**src/rtl/icb_copy_master.sv**
```systemverilog
// ICB initiator that copies a block of 32-bit words from src to dst.
// Each word is one read followed by one write, with a single transaction in flight.
module icb_copy_master #(
  parameter int unsigned LEN_W        = 16,
  parameter bit          ABORT_ON_ERR = 1'b1
) (
  input  logic             clk,
  input  logic             rst_n,
  input  logic             start_i,
  input  logic [31:0]      src_addr_i,
  input  logic [31:0]      dst_addr_i,
  input  logic [LEN_W-1:0] len_i,
  output logic             busy_o,
  output logic             done_o,
  output logic             err_o,
  output logic             m_icb_cmd_valid,
  input  logic             m_icb_cmd_ready,
  output logic [31:0]      m_icb_cmd_addr,
  output logic             m_icb_cmd_read,
  output logic [31:0]      m_icb_cmd_wdata,
  output logic [3:0]       m_icb_cmd_wmask,
  input  logic             m_icb_rsp_valid,
  output logic             m_icb_rsp_ready,
  input  logic             m_icb_rsp_err,
  input  logic [31:0]      m_icb_rsp_rdata
);

  typedef enum logic [2:0] {IDLE, RD_CMD, RD_RSP, WR_CMD, WR_RSP, DONE} state_e;

  localparam logic [LEN_W-1:0] CNT_ONE  = LEN_W'(1);
  localparam logic [LEN_W-1:0] CNT_ZERO = '0;

  state_e           state_q, state_d;
  logic [31:0]      src_q, src_d;
  logic [31:0]      dst_q, dst_d;
  logic [31:0]      data_q, data_d;
  logic [LEN_W-1:0] cnt_q, cnt_d;
  logic             err_q, err_d;

  always_ff @(posedge clk or negedge rst_n) begin
    if (!rst_n) begin
      state_q <= IDLE;
      src_q   <= '0;
      dst_q   <= '0;
      data_q  <= '0;
      cnt_q   <= '0;
      err_q   <= 1'b0;
    end else begin
      state_q <= state_d;
      src_q   <= src_d;
      dst_q   <= dst_d;
      data_q  <= data_d;
      cnt_q   <= cnt_d;
      err_q   <= err_d;
    end
  end

  // Bus outputs decode from state_q only, so an async reset drops them at once.
  always_comb begin
    state_d         = state_q;
    src_d           = src_q;
    dst_d           = dst_q;
    data_d          = data_q;
    cnt_d           = cnt_q;
    err_d           = err_q;
    m_icb_cmd_valid = 1'b0;
    m_icb_cmd_addr  = '0;
    m_icb_cmd_read  = 1'b0;
    m_icb_cmd_wdata = '0;
    m_icb_cmd_wmask = 4'h0;
    m_icb_rsp_ready = 1'b0;

    unique case (state_q)
      IDLE: begin
        if (start_i) begin
          src_d   = {src_addr_i[31:2], 2'b00};
          dst_d   = {dst_addr_i[31:2], 2'b00};
          cnt_d   = len_i;
          err_d   = 1'b0;
          state_d = (len_i == CNT_ZERO) ? DONE : RD_CMD;
        end
      end
      RD_CMD: begin
        m_icb_cmd_valid = 1'b1;
        m_icb_cmd_read  = 1'b1;
        m_icb_cmd_addr  = src_q;
        if (m_icb_cmd_ready) state_d = RD_RSP;
      end
      RD_RSP: begin
        m_icb_rsp_ready = 1'b1;
        if (m_icb_rsp_valid) begin
          data_d  = m_icb_rsp_rdata;
          state_d = WR_CMD;
          if (m_icb_rsp_err) begin
            err_d = 1'b1;
            if (ABORT_ON_ERR) state_d = DONE;
          end
        end
      end
      WR_CMD: begin
        m_icb_cmd_valid = 1'b1;
        m_icb_cmd_addr  = dst_q;
        m_icb_cmd_wdata = data_q;
        m_icb_cmd_wmask = 4'hF;
        if (m_icb_cmd_ready) state_d = WR_RSP;
      end
      WR_RSP: begin
        m_icb_rsp_ready = 1'b1;
        if (m_icb_rsp_valid) begin
          if (m_icb_rsp_err) err_d = 1'b1;
          if ((m_icb_rsp_err && ABORT_ON_ERR) || (cnt_q == CNT_ONE)) begin
            state_d = DONE;
          end else begin
            cnt_d   = cnt_q - CNT_ONE;
            src_d   = src_q + 32'd4;
            dst_d   = dst_q + 32'd4;
            state_d = RD_CMD;
          end
        end
      end
      DONE:    state_d = IDLE;
      default: state_d = IDLE;
    endcase
  end

  assign done_o = (state_q == DONE);
  assign busy_o = (state_q != IDLE) && (state_q != DONE);
  assign err_o  = err_q;

endmodule

```
**config.mk**
```make
export PLATFORM = sky130hd
export DESIGN_NAME = icb_copy_master
export DESIGN_NICKNAME = d
export VERILOG_FILES = /design/src/rtl/icb_copy_master.sv
export SDC_FILE = /design/constraint.sdc
export NUM_CORES = 1
export LEC_CHECK = 0
export CORE_UTILIZATION = 49
export CTS_BUF_LIST = sky130_fd_sc_hd__clkbuf_16
export DETAILED_ROUTE_END_ITERATION = 10
export PLACE_DENSITY = 0.9
export SLEW_MARGIN = 20
export SYNTH_ARGS = -nofsm -noshare
export SYNTH_HDL_FRONTEND = slang
export SYNTH_SLANG_ARGS = --single-unit
```
**constraint.sdc**
```tcl
create_clock -name clk -period 2.4 [get_ports clk]
set_input_delay 0.36 -clock clk [delete_from_list [all_inputs] [get_ports clk]]
set_output_delay 0.36 -clock clk [all_outputs]
set_load 0.01 [all_outputs]
```
==> results of run 1 <==
==> kinds of logic after synthesis <==
logic type / count (synthesis) / synth area share
XOR/XNOR: 2 / 0.00252
flip-flops: 112 / 0.403
other: 1 / 0.000540
adder cells (fa/ha/maj): 4 / 0.00720
AND/OR/NAND/NOR: 285 / 0.214
AO/OA/AOI/OAI: 248 / 0.223
multiplexers: 65 / 0.0994
buffers and inverters: 85 / 0.0494
==> cell usage after synthesis, types with 7 or more instances <==
master / number / area [um2]
sky130_fd_sc_hd__dfrtp_1: 112 / 2800
sky130_fd_sc_hd__a31oi_1: 10 / 62.6
sky130_fd_sc_hd__clkbuf_1: 61 / 229
sky130_fd_sc_hd__o21ai_0: 63 / 315
sky130_fd_sc_hd__a21oi_1: 78 / 390
sky130_fd_sc_hd__nor3b_1: 7 / 52.6
sky130_fd_sc_hd__nor4_1: 8 / 50.1
sky130_fd_sc_hd__o22ai_1: 22 / 138
sky130_fd_sc_hd__mux2_2: 32 / 360
sky130_fd_sc_hd__mux2i_1: 33 / 330
sky130_fd_sc_hd__nand4_1: 21 / 131
sky130_fd_sc_hd__inv_1: 10 / 37.5
sky130_fd_sc_hd__nor2_1: 78 / 293
sky130_fd_sc_hd__nand2_1: 44 / 165
sky130_fd_sc_hd__a22oi_1: 10 / 75.1
sky130_fd_sc_hd__nor3_1: 7 / 35.0
sky130_fd_sc_hd__nand3_1: 46 / 230
sky130_fd_sc_hd__o22a_1: 12 / 105
sky130_fd_sc_hd__a2bb2oi_1: 28 / 245
sky130_fd_sc_hd__and3_1: 44 / 275
==> what timing repair did <==
| item | in CTS | in global routing |
|---|---|---|
| buffers inserted | 1 | 6 |
| gates cloned | 0 | 1 |
| gates resized for setup | 2 | 5 |
| hold buffers | 1 | 0 |
| hold endpoints to repair | 34 | 0 |
| endpoints found under the setup margin | 50 | 30 |
| pin swaps | 0 | 0 |
==> critical path, delay by kind of cell (launching register included) <==
kind	cells	cell delay [ns]
buffers and inverters	2	0.70
DFF	1	0.52
and+or+nand+nor	1	0.36
==> per-stage QoR <==
step           power [uW]  utilization  cell area, um2
3_5_place_dp         9590        0.654            9080
2_1_floorplan        7220            -            6950
5_1_grt             12100        0.682            9470
6_report            11300        0.682            9470
3_3_place_gp         9370        0.654            9080
4_1_cts             11200        0.677            9400
==> layout make-up <==
type / count / area, um2
well taps: 180 / 225
inverters: 10 / 40.0
diodes: 1 / 2.50
flip-flops and latches: 112 / 2810
multi-input cells: 606 / 3840
clock inverters: 7 / 71.3
clock buffers: 9 / 225
repair buffers: 227 / 2270
fillers: 1110 / 4410
==> flip-flops by register name, indices dropped and copies added, names as in the netlist <==
| signal | cells |
|---|---|
| dst_q | 30 |
| data_q | 32 |
| src_q | 30 |
| cnt_q | 16 |
| state_q | 3 |
| err_o | 1 |
==> metal layers <==
metal  vias up  track usage  routed length [um]
met3        46       0.0385                1290
met1      3379        0.383                8560
met4         0        0.113                 481
met5         -            0                   0
li1       3322            -                   -
met2       296        0.455               10300
==> worst max path at each step <==
stage                           start  cells after the start                endpoint
2_1_floorplan    cnt_q[1]$_DFFE_PN0P_                      5    cnt_q[9]$_DFFE_PN0P_
3_3_place_gp                 len_i[6]                      6  state_q[2]$_DFFE_PN0P_
3_5_place_dp            m_icb_rsp_err                      6   dst_q[14]$_DFFE_PN0P_
4_1_cts        state_q[2]$_DFFE_PN0P_                      5     m_icb_cmd_wdata[14]
5_1_grt        state_q[2]$_DFFE_PN0P_                      5     m_icb_cmd_wdata[19]
6_report       state_q[1]$_DFFE_PN0P_                      3                  busy_o
==> report_power, final <==
group          internal (uW)  switching [uW]
registers               2830            1030
logic                   3040            2920
clock network            811             714
==> results list, run 1 <==
- The flow ran to the end, and the final reports show no timing, DRC or antenna violations.
* Area added between synthesis and finish: 36.4%
- In this run the worst path has a maximum fanout of 12.
- Dividing the synthesized area by the synthesized cell count gives 8.66 um2.
* Achievable frequency: 0.436 GHz
- Maximum cell stage delay along the critical path: 0.52 ns
* CTS HTree Levels: 3
* Fraction of registers with async set/reset: 1.00
* VDD IR max: 0.658 mV
- The netlist uses 52 different library cells.
* Initial DRC Count: 785
* Total overflow reported by the global router: 0
- Die Wd: 121 um
* Proportion of synthesized chip area in sequential cells: 0.403
- Max Cap Viol: 0
- Cell at the slowest stage of the critical path: sky130_fd_sc_hd__dfrtp_4
* Average via count per standard cell: 6.11
* Post-detail-place hpwl: 14100 um
- Buffers on Ports: 185
- Most common cell after layout, fill and taps aside: sky130_fd_sc_hd__clkdlybuf4s50_1
- Total clock sinks: 112
* Most used flip-flop cell after synthesis: sky130_fd_sc_hd__dfrtp_1
* Critical path type: reg2out
- Yosys printed 0 warnings.
- Final critical-path share of the clock period: 0.956
* Clock tree skew after final layout: 0.00766 ns
* Element type at the critical path start: register
- Die area: 0.0147 mm2
- Timing analysis after detailed placement gives a worst setup slack of 0.122 ns.
- The initial antenna violation count came to 1.
* Die H: 121 um
- Top-level I/O count: 192
- The count of cells in the finished layout, fillers not included, comes to 1152.
- Counting flops with a built-in enable in the synthesized netlist gives 0.
* Number of global-route vias before repair: 6463
* CP arrival: 1.93 ns
* Leak: 0.00378 uW
- TritonCTS built the clock tree.
- Start of the worst register-to-register path: cnt_q[1]$_DFFE_PN0P_
- The final route contains 7043 vias.
* Fin. Hold Viols: 0
- Depth of the worst register-to-register path: 8
- Fraction of final layout cells with drive strength greater than 1: 0.112
- Kind of path behind the tightest hold check: in2async
- Global-route wire length before repair: 32800 um
* Placeable Area: 0.0139 mm2
* Net total in the final layout: 1088
* All-Layer GR Usage: 0.283
- At the later pin of the worst-skew pair, clock insertion delay measures 0.36 ns.
* Cell row count: 43
* Synth Register Bits: 112
- Post-Synthesis Cells: 802
- In this run the power density over the cells is 1200 mW/mm2.
- The tightest hold path in the finished design has a slack of 0.500 ns.
- Largest net degree at the start of global routing: 89
- In this run, placement finished with an instance count of 1126.
* Series of cell instances along the critical path: buf_4 > or3_1 > clkdlybuf4s50_1
* Cell at the root of the clock tree: sky130_fd_sc_hd__clkbuf_16
- Fin Setup TNS: 0 ns
- Clock buffers created by TritonCTS: 9
- Routability congestion estimate from global placement: 0.871
- For this configuration, the core starts out at a cell density of 0.500.
- The count of nets left with antenna violations once routing finished came out at 0.
- In the routed design, unresolved DRC markers number 0.
* Number of setup violations in the final report: 0
- Counting I/O delays and the setup requirement, the final critical path takes 2.29 ns.
- In the post-route analysis, the smallest setup slack over all paths is 0.106 ns.
- After detailed routing, the average wire length per cell comes to 17.9 um.
* Required @ worst endpoint: 2.04 ns
- Setup slack on the worst reg-to-reg path comes out at 0.19 ns.
- Total standard cell area after synthesis: 0.00695 mm2
* Routed wire length: 20600 um
- First drt pass iteration count: 5
* Commonest cells after routing, fill and taps aside: 183 x sky130_fd_sc_hd__clkdlybuf4s50_1, 111 x sky130_fd_sc_hd__dfrtp_1, 78 x sky130_fd_sc_hd__a21oi_1, 78 x sky130_fd_sc_hd__nor2_1, 63 x sky130_fd_sc_hd__o21ai_0
- Endpoint of the worst register-to-register path: src_q[31]$_DFFE_PN0P_
* Number of pins with negative max-slew slack in the final report: 0
- CTS clk-pin slew, worst paths: 0.07 ns
- The clock passes through at most 2 buffers.
- STA classifies the critical path endpoint as an output pin.
- Least-Margin Pin Slew: 0.557 ns
- Setup repair after global routing left no endpoint under its margin.
- Worst max-slew margin expressed relative to the limit: 0.626
(Power assumes the default switching activity.)
==> run 2, diff against run 1 <==
--- a/config.mk
+++ b/config.mk
@@ -5,10 +5,11 @@
 export SDC_FILE = /design/constraint.sdc
 export NUM_CORES = 1
 export LEC_CHECK = 0
-export CORE_UTILIZATION = 49
+export CORE_UTILIZATION = 55
 export CTS_BUF_LIST = sky130_fd_sc_hd__clkbuf_16
 export DETAILED_ROUTE_END_ITERATION = 10
-export PLACE_DENSITY = 0.9
+export DONT_BUFFER_PORTS = 1
+export PLACE_DENSITY = 0.79
 export SLEW_MARGIN = 20
 export SYNTH_ARGS = -nofsm -noshare
 export SYNTH_HDL_FRONTEND = slang
==> run 2 against run 1 <==
Compared with the run above: combinational power decreased by 24%; design area is 21% lower; the flow now finishes with violations (negative hold slack); hold slack worse by 0.82 ns; largest cell class unchanged; core utilization decreased by 7.0 points; via count shrank 11%; sequential share of layout area is 8.0 points higher; routed wire length is 10% lower; total power fell by 13%; largest power group unchanged; non-clock buffer count down 198; critical path type unchanged; register-to-register slack got worse by 0.02 ns; critical path depth up 2.
==> results list, run 2 (same netlist as run 1, synthesis figures left out) <==
* Outcome: finished, violations left
- Violations in the final reports: negative hold slack
* Switching power: 4420 uW (-5.3%)
- CTS HTree Levels: 3 (unchanged)
- The I/O pin count was 192 (unchanged).
* Total overflow reported by the global router: 0 (unchanged)
* Final min period: 2.29 ns (-0.000764 ns)
* Total via count in the routed design: 6267 (-11%)
- The area occupied by multi-input gates was 0.00383 mm2 (-0.20%).
- The number of placed instances, taps included was 925 (-18%).
* Area added between synthesis and finish: 7.22%
* Clock network fraction of design power: 0.151 (+0.017)
* Power, Total: 9910 uW (-13%)
* Fraction of final layout cells with drive strength greater than 1: 0.123 (+0.0106)
- Die Wd: 114 um (-5.5%)
- The setup fix buffers added after clock tree synthesis came to 0 (-1).
* Number of setup violations in the final report: 0 (unchanged)
- The sum of routed wire length over all layers was 18400 um (-10%).
- The min-delay analysis places its worst path in the category in2async.
- The design internal power came to 5490 uW (-18%).
* Sw Ratio: 0.446 (+0.0347)
* Deepest clock path buffer count: 2 (unchanged)
- Achievable frequency: 0.436 GHz (about the same)
- The cell sitting at the root of the clock tree is a sky130_fd_sc_hd__clkbuf_16.
* Number of global-route vias before repair: 5831 (-9.8%)
- Commonest cells after routing, fill and taps aside: 110 x sky130_fd_sc_hd__dfrtp_1, 78 x sky130_fd_sc_hd__a21oi_1, 78 x sky130_fd_sc_hd__nor2_1
- The vertical die dimension was 114 um (-5.5%).
- The largest fanout of any net on the critical path was 27 (+15).
- The required time at the worst-slack endpoint was 2.04 ns (about the same).
- The quantity of I/O buffers inserted on ports was 0 (-100%).
* Placeable Area: 0.0122 mm2 (-12%)
* Die area: 0.0131 mm2 (-11%)
- The cell area after layout came to 0.00745 mm2 (-21%).
- The final standard cell count with taps included and fillers excluded came to 941 (-18%).
- Register name with the most flops: data_q
* CTS clk-pin slew, worst paths: 0.08 ns (about the same)
* Initial Utilization: 0.571 (+0.0707)
- Number of pins with negative max-slew slack in the final report: 0 (unchanged)
- The worst setup path is launched from a register.
* RSZ-0062 raised after global routing: no
* Fin Setup TNS: 0 ns (unchanged)
* DRC violation count after routing: 0 (unchanged)
- CP arrival: 1.93 ns (about the same)
- Cell row count: 40 (-7.0%)
- Least-Margin Pin Slew: 0.589 ns (+0.0322 ns)
- Gate power share: 0.457 (-0.068)
* Global-route wire length before repair: 29400 um (-10%)
* Instance area at placement: 0.00716 mm2 (-21%)
- Residual antenna-violating net count after detailed routing: 0 (unchanged)
* Hold WS: -0.315 ns (-0.815 ns)
- The share of power burned in registers is 0.392 (+0.052).
* Leak: 0.00299 uW (-21%)
- The count of TritonRoute iterations in the first routing pass came to 5 (unchanged).
- The average detailed-routed wire length per instance was 19.6 um (+9.6%).
- Average via count per standard cell: 6.66 (+8.9%)
- The sum of net half-perimeters after detailed placement was 12800 um (-9.1%).
- Worst max-slew margin expressed relative to the limit: 0.607 (-0.0192)
* Sequential cell area: 0.00281 mm2 (about the same)
- VDD IR max: 0.785 mV (+19%)
- Most common cell after layout, fill and taps aside: sky130_fd_sc_hd__dfrtp_1
- All-Layer GR Usage: 0.285 (+0.00259)
* Max Cap Viol: 0 (unchanged)
- Layout fillers: 1052 (-5.2%)
- Initial DRC Count: 413 (-47%)
- Clock buffers created by TritonCTS: 9 (unchanged)
- The areal power density over the cells came to 1330 mW/mm2 (+11%).
* Diodes inserted: 0 (-1)
* Critical path type: reg2out
- Largest net degree at the start of global routing: 113 (+27%)
- Worst-skew pair later-pin latency: 0.36 ns (about the same)
* Clock tree skew after final layout: 0.00654 ns (-0.00113 ns)
- Total clock sinks: 112 (unchanged)
- STA classifies the critical path endpoint as an output pin.
- The final net count came to 890 (-18%).
* TritonCTS clock tree: built
* Routability congestion estimate from global placement: 0.894 (+2.6%)
- Leading registers by flop count: data_q (32), dst_q (30), src_q (30)
* Fin. Hold Viols: 112 (+112)
* Number of antenna violations at the first check in global routing: 0 (-1)
- Final critical-path share of the clock period: 0.955 (about the same)
- The number of flip-flops in the largest register came to 32 (unchanged).
==> run 2: changes by cell type in the layout (fill, tap and decap cells not counted), sizes merged, moves of 3 or more <==
cell | previous run | this run
inv | 11 | 15
clkdlybuf4s50 | 183 | 0
clkinv | 3 | 0
buf | 41 | 29
==> run 2: per-layer routing <==
layer / wire, um / vias to the layer above / GRT usage
met3: 1310 / 34 / 0.0603
met5: 0 / - / 0
met1: 7820 / 3065 / 0.368
met2: 8860 / 249 / 0.467
li1: - / 2919 / -
met4: 449 / 0 / 0.118
==> run 2: path summary, 6_finish.rpt <==
| kind | from | endpoint | slack (ns) | depth (start not counted) |
|---|---|---|---|---|
| min in group clk | m_icb_cmd_ready | state_q[0]$_DFFE_PN0P_ | 0.07 | 1 |
| min | rst_n | data_q[11]$_DFFE_PN0P_ | -0.31 | 0 |
| max | state_q[2]$_DFFE_PN0P_ | m_icb_cmd_wdata[31] | 0.11 | 5 |
| min reg2reg | data_q[4]$_DFFE_PN0P_ | data_q[4]$_DFFE_PN0P_ | 0.50 | 1 |
| max reg2reg | cnt_q[0]$_DFFE_PN0P_ | cnt_q[15]$_DFFE_PN0P_ | 0.17 | 5 |
| max in group asynchronous | rst_n | src_q[13]$_DFFE_PN0P_ | 2.57 | 0 |
==> run 2: final cells by class <==
type,count,area share
Tap cell,168,0.0282
Inverter,10,0.00504
Timing Repair Buffer,29,0.0376
Sequential cell,112,0.377
Multi-Input combinational cell,606,0.514
Clock buffer,9,0.0302
Clock inverter,7,0.00823
==> run 2: per-stage QoR <==
step	worst slack (ns)	util
final	0.107	0.612
after global routing	0.00908	0.612
after CTS	0.0972	0.612
after detailed placement	0.197	0.589
after global placement	0.264	0.589
after floorplan	0.340	-
==> run 2: power by group through the flow <==
stage / logic (uW) / clock network (uW) / registers (uW)
after floorplan: 3740 / 0 / 3480
after global placement: 4320 / 0 / 3800
after detailed placement: 4510 / 0 / 3890
after CTS: 4520 / 1520 / 3860
after global routing: 4960 / 1600 / 4030
final: 4530 / 1490 / 3880
==> run 2: critical path, cell delays in order (launching register included) <==
cell	delay (ns)
sky130_fd_sc_hd__dfrtp_1	0.39
sky130_fd_sc_hd__buf_4	0.18
sky130_fd_sc_hd__nand2b_1	0.16
sky130_fd_sc_hd__inv_1	0.26
sky130_fd_sc_hd__buf_4	0.31
sky130_fd_sc_hd__and3_1	0.26
==> run 2: what timing repair did <==
item / in CTS / in global routing
setup endpoints to repair: 0 / 17
resized for setup: 0 / 1
endpoints found under the hold margin: 112 / 112
